`config.mk`:
```
export PLATFORM = sky130hd
export DESIGN_NAME = control_unit_fsm_flat
export DESIGN_NICKNAME = d
export VERILOG_FILES = /design/src/rtl/ctrl_pkg.sv /design/src/rtl/control_unit_fsm_if.sv /design/src/rtl/instr_decode.sv /design/src/rtl/control_unit_fsm.sv /design/src/flat_wrapper.sv
export SDC_FILE = /design/constraint.sdc
export NUM_CORES = 1
export LEC_CHECK = 0
export CORE_AREA = 2 2 39 41
export DETAILED_ROUTE_END_ITERATION = 10
export DIE_AREA = 0 0 41 43
export GPL_ROUTABILITY_DRIVEN = 0
export GPL_TIMING_DRIVEN = 0
export PLACE_DENSITY_LB_ADDON = 0.1
export SLEW_MARGIN = 20
export SYNTH_ARGS = -nofsm -noshare
export SYNTH_HDL_FRONTEND = slang
export SYNTH_SLANG_ARGS = --single-unit
```
`constraint.sdc`:
```
create_clock -name CLKb -period 2.72 [get_ports CLKb]
set_clock_uncertainty 0.1 [all_clocks]
set_input_delay 0.544 -clock CLKb [delete_from_list [all_inputs] [get_ports CLKb]]
set_output_delay 0.544 -clock CLKb [all_outputs]
set_load 0.01 [all_outputs]
```
`src/rtl/ctrl_pkg.sv`:
```
// Shared types and constants for the instruction sequencer.
// Holds the instruction field layout, the opcode and state encodings,
// and the opcode-to-class mapping used by the decoder.
package ctrl_pkg;

    // Data / instruction width and register-file geometry
    localparam int W      = 10;
    localparam int NREG   = 4;
    localparam int RW     = $clog2(NREG);

    // Instruction field bit positions
    localparam int OP_HI  = 9;
    localparam int OP_LO  = 6;
    localparam int RX_HI  = 5;
    localparam int RX_LO  = 4;
    localparam int RY_HI  = 3;
    localparam int RY_LO  = 2;
    localparam int RSV_HI = 1;
    localparam int RSV_LO = 0;

    // Opcode field values; the upper six encodings are illegal and run as NOP
    typedef enum logic [3:0] {
        OP_LD    = 4'b0000,
        OP_MOV   = 4'b0001,
        OP_ADD   = 4'b0010,
        OP_SUB   = 4'b0011,
        OP_INV   = 4'b0100,
        OP_AND   = 4'b0101,
        OP_OR    = 4'b0110,
        OP_XOR   = 4'b0111,
        OP_SHL   = 4'b1000,
        OP_SHR   = 4'b1001,
        OP_ILL_A = 4'b1010,
        OP_ILL_B = 4'b1011,
        OP_ILL_C = 4'b1100,
        OP_ILL_D = 4'b1101,
        OP_ILL_E = 4'b1110,
        OP_ILL_F = 4'b1111
    } opcode_t;

    // Sequencer states; T0..T3 are the instruction timesteps
    typedef enum logic [2:0] {
        S_RST = 3'd0,
        T0    = 3'd1,
        T1    = 3'd2,
        T2    = 3'd3,
        T3    = 3'd4
    } state_t;

    // Execution class of an instruction, which selects the T1..T3 behaviour
    typedef enum logic [1:0] {
        CLS_LD  = 2'd0,
        CLS_MOV = 2'd1,
        CLS_ALU = 2'd2,
        CLS_NOP = 2'd3
    } op_class_t;

    // Map an opcode to its execution class; anything unrecognised is a NOP
    function automatic op_class_t op_class_of(input opcode_t op);
        op_class_t cls;
        case (op)
            OP_LD:   cls = CLS_LD;
            OP_MOV:  cls = CLS_MOV;
            OP_ADD,
            OP_SUB,
            OP_INV,
            OP_AND,
            OP_OR,
            OP_XOR,
            OP_SHL,
            OP_SHR:  cls = CLS_ALU;
            default: cls = CLS_NOP;
        endcase
        return cls;
    endfunction

endpackage

```
`src/rtl/control_unit_fsm_if.sv`:
```
// Control bundle between the sequencer and the datapath.
// The sequencer (master) receives IR and drives every control line;
// the datapath (slave) supplies IR and consumes the controls.
interface control_unit_fsm_if;
    import ctrl_pkg::*;

    logic [W-1:0]  IR;
    logic          Ext;
    logic          IRin;
    logic [RW-1:0] Rin;
    logic [RW-1:0] Rout;
    logic          ENW;
    logic          ENR;
    logic          Ain;
    logic          Gin;
    logic          Gout;
    logic [3:0]    ALUcont;
    logic          Clr;
    logic [1:0]    TIME;
    logic          Done;

    modport master (
        input  IR,
        output Ext, IRin, Rin, Rout, ENW, ENR, Ain, Gin, Gout,
        output ALUcont, Clr, TIME, Done
    );

    modport slave (
        output IR,
        input  Ext, IRin, Rin, Rout, ENW, ENR, Ain, Gin, Gout,
        input  ALUcont, Clr, TIME, Done
    );

endinterface

```
`src/rtl/instr_decode.sv`:
```
// Combinational instruction decoder: splits IR into its execution class,
// register indices and ALU function select. The two reserved low bits
// are accepted but play no part in execution.
module instr_decode
    import ctrl_pkg::*;
(
    input  logic [W-1:0]  ir,
    output op_class_t     op_class,
    output logic [RW-1:0] rx,
    output logic [RW-1:0] ry,
    output logic [3:0]    alu_cont
);

    opcode_t op_s;
    logic    reserved_unused_s;

    assign op_s              = opcode_t'(ir[OP_HI:OP_LO]);
    assign rx                = ir[RX_HI:RX_LO];
    assign ry                = ir[RY_HI:RY_LO];
    assign reserved_unused_s = ^ir[RSV_HI:RSV_LO];

    // Classify the opcode and pass its raw value on as the ALU function
    always_comb begin
        op_class = op_class_of(op_s);
        alu_cont = ir[OP_HI:OP_LO];
    end

endmodule

```
`src/rtl/control_unit_fsm.sv`:
```
// Instruction sequencer. Steps each instruction through T0..T3 on the
// rising edge of the debounced step clock and drives the datapath
// controls as a pure Moore decode of (state, IR). The state register is
// the only storage; IR itself lives in the datapath.
module control_unit_fsm
    import ctrl_pkg::*;
(
    input  logic               CLKb,
    input  logic               RSTb,
    control_unit_fsm_if.master bus
);

    state_t        state_r;

    op_class_t     op_class_s;
    logic [RW-1:0] rx_s;
    logic [RW-1:0] ry_s;
    logic [3:0]    alu_cont_s;

    logic          ext_s;
    logic          irin_s;
    logic [RW-1:0] rin_s;
    logic [RW-1:0] rout_s;
    logic          enw_s;
    logic          enr_s;
    logic          ain_s;
    logic          gin_s;
    logic          gout_s;
    logic [3:0]    alucont_s;
    logic          clr_s;
    logic [1:0]    time_s;
    logic          done_s;

    instr_decode u_instr_decode (
        .ir       (bus.IR),
        .op_class (op_class_s),
        .rx       (rx_s),
        .ry       (ry_s),
        .alu_cont (alu_cont_s)
    );

    // State register: synchronous reset from any state, otherwise advance one timestep
    always_ff @(posedge CLKb) begin
        if (!RSTb) begin
            state_r <= S_RST;
        end else begin
            case (state_r)
                S_RST: state_r <= T0;
                T0:    state_r <= T1;
                T1: begin
                    if (op_class_s == CLS_ALU) begin
                        state_r <= T2;
                    end else begin
                        state_r <= T0;
                    end
                end
                T2:      state_r <= T3;
                T3:      state_r <= T0;
                default: state_r <= S_RST;
            endcase
        end
    end

    // Per-state control decode; every control not named for a state stays 0,
    // so at most one BUS driver is ever active and ALUcont is 0 outside T2
    always_comb begin
        ext_s     = 1'b0;
        irin_s    = 1'b0;
        rin_s     = {RW{1'b0}};
        rout_s    = {RW{1'b0}};
        enw_s     = 1'b0;
        enr_s     = 1'b0;
        ain_s     = 1'b0;
        gin_s     = 1'b0;
        gout_s    = 1'b0;
        alucont_s = 4'b0000;
        clr_s     = 1'b0;
        time_s    = 2'd0;
        done_s    = 1'b0;
        case (state_r)
            S_RST: begin
                clr_s = 1'b1;
            end
            T0: begin
                time_s = 2'd0;
                ext_s  = 1'b1;
                irin_s = 1'b1;
            end
            T1: begin
                time_s = 2'd1;
                case (op_class_s)
                    CLS_LD: begin
                        ext_s  = 1'b1;
                        enw_s  = 1'b1;
                        rin_s  = rx_s;
                        done_s = 1'b1;
                    end
                    CLS_MOV: begin
                        enr_s  = 1'b1;
                        rout_s = ry_s;
                        enw_s  = 1'b1;
                        rin_s  = rx_s;
                        done_s = 1'b1;
                    end
                    CLS_ALU: begin
                        enr_s  = 1'b1;
                        rout_s = rx_s;
                        ain_s  = 1'b1;
                    end
                    CLS_NOP: begin
                        done_s = 1'b1;
                    end
                    default: begin
                        done_s = 1'b1;
                    end
                endcase
            end
            T2: begin
                time_s    = 2'd2;
                enr_s     = 1'b1;
                rout_s    = ry_s;
                gin_s     = 1'b1;
                alucont_s = alu_cont_s;
            end
            T3: begin
                time_s = 2'd3;
                gout_s = 1'b1;
                enw_s  = 1'b1;
                rin_s  = rx_s;
                done_s = 1'b1;
            end
            default: begin
                clr_s = 1'b1;
            end
        endcase
    end

    assign bus.Ext     = ext_s;
    assign bus.IRin    = irin_s;
    assign bus.Rin     = rin_s;
    assign bus.Rout    = rout_s;
    assign bus.ENW     = enw_s;
    assign bus.ENR     = enr_s;
    assign bus.Ain     = ain_s;
    assign bus.Gin     = gin_s;
    assign bus.Gout    = gout_s;
    assign bus.ALUcont = alucont_s;
    assign bus.Clr     = clr_s;
    assign bus.TIME    = time_s;
    assign bus.Done    = done_s;

endmodule
```
`src/flat_wrapper.sv`:
```
// flat-port wrapper written by rule: the top's interface ports become plain ports
module control_unit_fsm_flat import ctrl_pkg::*;
  (CLKb, RSTb, bus_IR, bus_Ext, bus_IRin, bus_Rin, bus_Rout, bus_ENW, bus_ENR, bus_Ain, bus_Gin, bus_Gout, bus_ALUcont, bus_Clr, bus_TIME, bus_Done);
  control_unit_fsm_if bus_i ();
  input  logic CLKb;
  input  logic RSTb;
  input wire logic [$bits(bus_i.IR)-1:0] bus_IR;
  output wire logic [$bits(bus_i.Ext)-1:0] bus_Ext;
  output wire logic [$bits(bus_i.IRin)-1:0] bus_IRin;
  output wire logic [$bits(bus_i.Rin)-1:0] bus_Rin;
  output wire logic [$bits(bus_i.Rout)-1:0] bus_Rout;
  output wire logic [$bits(bus_i.ENW)-1:0] bus_ENW;
  output wire logic [$bits(bus_i.ENR)-1:0] bus_ENR;
  output wire logic [$bits(bus_i.Ain)-1:0] bus_Ain;
  output wire logic [$bits(bus_i.Gin)-1:0] bus_Gin;
  output wire logic [$bits(bus_i.Gout)-1:0] bus_Gout;
  output wire logic [$bits(bus_i.ALUcont)-1:0] bus_ALUcont;
  output wire logic [$bits(bus_i.Clr)-1:0] bus_Clr;
  output wire logic [$bits(bus_i.TIME)-1:0] bus_TIME;
  output wire logic [$bits(bus_i.Done)-1:0] bus_Done;
  assign bus_i.IR = bus_IR;
  assign bus_Ext = bus_i.Ext;
  assign bus_IRin = bus_i.IRin;
  assign bus_Rin = bus_i.Rin;
  assign bus_Rout = bus_i.Rout;
  assign bus_ENW = bus_i.ENW;
  assign bus_ENR = bus_i.ENR;
  assign bus_Ain = bus_i.Ain;
  assign bus_Gin = bus_i.Gin;
  assign bus_Gout = bus_i.Gout;
  assign bus_ALUcont = bus_i.ALUcont;
  assign bus_Clr = bus_i.Clr;
  assign bus_TIME = bus_i.TIME;
  assign bus_Done = bus_i.Done;
  control_unit_fsm u_core (.CLKb(CLKb), .RSTb(RSTb), .bus(bus_i));
endmodule
```
==> metrics.md <==
| Metric | Value |
|---|---|
| Final core utilization | between 50% and 60% |
| Detailed Place HPWL | about 870 um |
| Clock latency on the worst-skew pair | 0.23 ns |
| Status | complete, no violations |
| Critical path required time | 2.08 ns |
| Actual slew at the worst max-slew pin | approximately 0.25 ns |
| Flop2flop setup slack | 1.55 ns |
| CP arrival | 2.05 ns |
| Die height | 43 um |
| DRT Wirelength | 1.06 mm |
| Worst hold stages | 2 |
| Total number of vias | about 450 |
| Power density cells | 289 mW/mm2 |
| FF+latch area | 60.1 um2 |
| Slew Limit Fails | 0 |
| Final hold slack | ~0.46 ns |
| LEAKAGE | between 0.3 and 0.4 nW |
| Largest regs | u_core.state_r (3) |
| Port Buffer Count | 28 |
| CTS sink count | 3 |
| Slowest cell on the critical path | or4b_1 |
| Peak fanout along the critical path | 4 |
| DRC | 0 |
| Grt ovf | 0 |
| Netlist cell types | 28 |
| Sequential element share of the synthesized area | approximately 15% |
| Syn Nets | 67 |
| Final Instance Area | 737 um2 |
| WS Path Type | input port to primary output |
| RSZ-0062 raised after global routing | yes |
| Rows | 14 |
| Core area | ~0.0014 mm2 |
| Ys Warns | 0 |
| Buf/Inv on CP | 3 |
| Die area | 0.00176 mm2 |
| Largest net degree at the start of global routing | 11 |
| Number of flip-flops in the largest register | 3 |
| First-pass GRT wire length | 1.66 mm |
| Area delta synth->final | 84.6% |
| H-tree levels | 1 |
| Share of cells above drive strength 1 | 36.9% |
| Cts bufs inserted | 3 |
| Period minus WS final | approximately 2.7 ns |
| FMAX | 0.371 GHz |
| Root Driver | clkbuf_4 |
| Multi-input logic area | about 340 um2 |
| Finish-stage setup viols | 0 |
| Worst-case clock buffer depth | 2 |
| DP Area | 699 um2 |
| Wire length per cell | 10.6 um |
| Peak supply drop | between 0.1 and 0.15 mV |
| Postcts setup bufs | 0 |
| Final hold vios | 0 |
| I/O pin cnt | 31 |
| CP Launch Type | input port |
| Vias in the first global route | 451 |
| Final Cycle Share | 99.0% |
| Die width | 41 um |
| HP Class | flip-flop to flip-flop |
| Syn avg cell area | 7.68 um2 |
| Post-Syn Area | approximately 400 um2 |
| Reg2Reg Capture Point | u_core.state_r[2] |
| Syn Inst Count | 52 |
| Relative slew margins | a little over four fifths |
| Reg2Reg Depth | 4 |
| Crit path largest cell delay | 0.50 ns |
| Largest reg by FF count | u_core.state_r |
| Initial antenna violation count | 0 |
| DRT Pass-1 Iters | 4 |
| Hold EP | u_core.state_r[0] |
| Cells along the critical path | buf_6, or4b_1, and2_4, inv_2, ha_4, nor2_2, o21a_1, nor3b_2, buf_2 |
| Tot GR Track Use | 13.5% |
| Via-per-instance ratio | between 4 and 5 |
| Cell family with most CP delay | simple AND/OR/NAND/NOR gates |
| ANT cells | 0 |
| Post-route ant nets | 0 |
| Fillers | 138 |
| FF-to-FF Start | u_core.state_r[0] |
| CTS tree | yes |
| DRT iter0 DRCs | 2 |
| CTS clock-pin slew for the worst setup and hold paths | 0.04 ns |
| Nets | 100 |
| Max-cap viol count | 0 |
| Flops & latches, synth | 3 |
| Initial Util | 28.8% |
| Crit. End Element | primary output |
| Worst Hold Launch | u_core.state_r[0] |
timing repair:
| action | in CTS | in global routing |
|---|---|---|
| endpoints found under the hold margin | 0 | 0 |
| pin swaps | 6 | 6 |
| cloned | 0 | 0 |
| hold buffers | 0 | 0 |
| endpoints found under the setup margin | 9 | 5 |
| gates resized for setup | 50 | 2 |
layout by cell type, fill, tap and decap left out, types with 2 or more instances in the layout:
| cell | Yosys | final |
|---|---|---|
| a211oi_1 | 2 | 2 |
| a21oi_1 | 3 | 3 |
| a32o_1 | 2 | 2 |
| and2_1 | 4 | 4 |
| buf_2 | 0 | 6 |
| buf_4 | 3 | 3 |
| buf_6 | 0 | 2 |
| clkbuf_4 | 0 | 3 |
| clkdlybuf4s50_1 | 0 | 15 |
| dfxtp_1 | 3 | 3 |
| dlygate4sd2_1 | 0 | 4 |
| ha_4 | 0 | 2 |
| inv_1 | 5 | 4 |
| inv_2 | 1 | 2 |
| nand2b_1 | 2 | 2 |
| nor2_1 | 4 | 3 |
| nor3b_2 | 0 | 2 |
worst max path at each step:
stage | from | endpoint | slack, ns | depth (start not counted)
detailed placement | bus_IR[8] | bus_Rout[0] | -0.88 | 7
CTS | bus_IR[7] | bus_Rin[0] | -0.0003 | 9
floorplan | bus_IR[8] | bus_Rout[0] | 0.14 | 5
finish | bus_IR[7] | bus_Rin[1] | 0.03 | 9
global placement | bus_IR[8] | bus_Rout[1] | -0.87 | 7
global route | bus_IR[7] | bus_Rin[1] | -0.06 | 9
layout make-up:
| class | count | area share [%] |
|---|---|---|
| buffer | 3 | 3.06 |
| clock buffer | 4 | 3.57 |
| sequential | 3 | 8.15 |
| multi-input combinational | 40 | 46.5 |
| tap | 16 | 2.72 |
| inverter | 6 | 3.06 |
| timing repair buffer | 28 | 32.9 |
synth_stat cells:
| cell | n | area (um2) |
|---|---|---|
| nand2b_1 | 2 | 12.5 |
| buf_4 | 3 | 22.5 |
| a21boi_0 | 1 | 7.51 |
| o21a_1 | 1 | 7.51 |
| dfxtp_1 | 3 | 60.1 |
| and2_2 | 1 | 7.51 |
| nand3_1 | 1 | 5.00 |
| or3_2 | 1 | 7.51 |
| nor3b_1 | 2 | 15.0 |
| or4b_1 | 1 | 10.0 |
| o21ai_0 | 2 | 10.0 |
| nor3_1 | 2 | 10.0 |
| nor3b_4 | 1 | 18.8 |
| ha_1 | 3 | 37.5 |
| nor2b_1 | 1 | 6.26 |
| xor2_1 | 1 | 8.76 |
| or2_2 | 1 | 6.26 |
| inv_1 | 5 | 18.8 |
| nor2_1 | 4 | 15.0 |
| nand3b_1 | 1 | 7.51 |
| nand2_1 | 1 | 3.75 |
| nand2b_4 | 1 | 13.8 |
| and2_4 | 1 | 8.76 |
| a32o_1 | 2 | 20.0 |
| inv_2 | 1 | 3.75 |
| a21oi_1 | 3 | 15.0 |
| a211oi_1 | 2 | 15.0 |
| and2_1 | 4 | 25.0 |
per-layer routing:
layer	up-vias	GRT usage [%]	share of wire, %	wire, um
met4	0	10.0	1.1	12
met3	2	0	2.5	26
met2	8	22.8	52	553
met5	-	0	0	0
li1	241	-	-	-
met1	203	14.9	44	464
worst register-to-register path, delay by kind of cell, from the launching register on:
family	cells	cell delay [ns]
buf+inv	2	0.27
simple gates	2	0.44
flops	1	0.30
per-stage QoR:
step	setup slack, ns	instances	setup TNS [ns]	power (W)
after floorplan	0.137	52	0	0.0000920
after global placement	-0.865	96	-5.98	0.000137
after detailed placement	-0.878	96	-6.05	0.000137
after CTS	-0.000257	100	-0.000257	0.000219
after global routing	-0.0597	100	-0.0789	0.000228
final	0.0268	100	0	0.000213
power breakdown:
part / switching [W] / internal [W] / leakage [nW] / total, W
Combinational: 0.0000401 / 0.0000491 / 0.292 / 0.0000892
Sequential: 0.00000108 / 0.0000468 / 0.0247 / 0.0000479
Clock: 0.0000212 / 0.0000549 / 0.0150 / 0.0000761
kinds of logic (layout without fill, tap and decap cells):
group	count (synthesis)	count (layout)	synth area share (%)
adders and majority gates	3	3	9.41
AOI/OAI and AO/OA	11	11	18.8
and+or+nand+nor	25	25	43.3
DFF	3	3	15.0
xor gates and xnor gates	1	1	2.19
buffers and inverters	9	41	11.3
No activity file was read; power rests on OpenSTA's default activity.
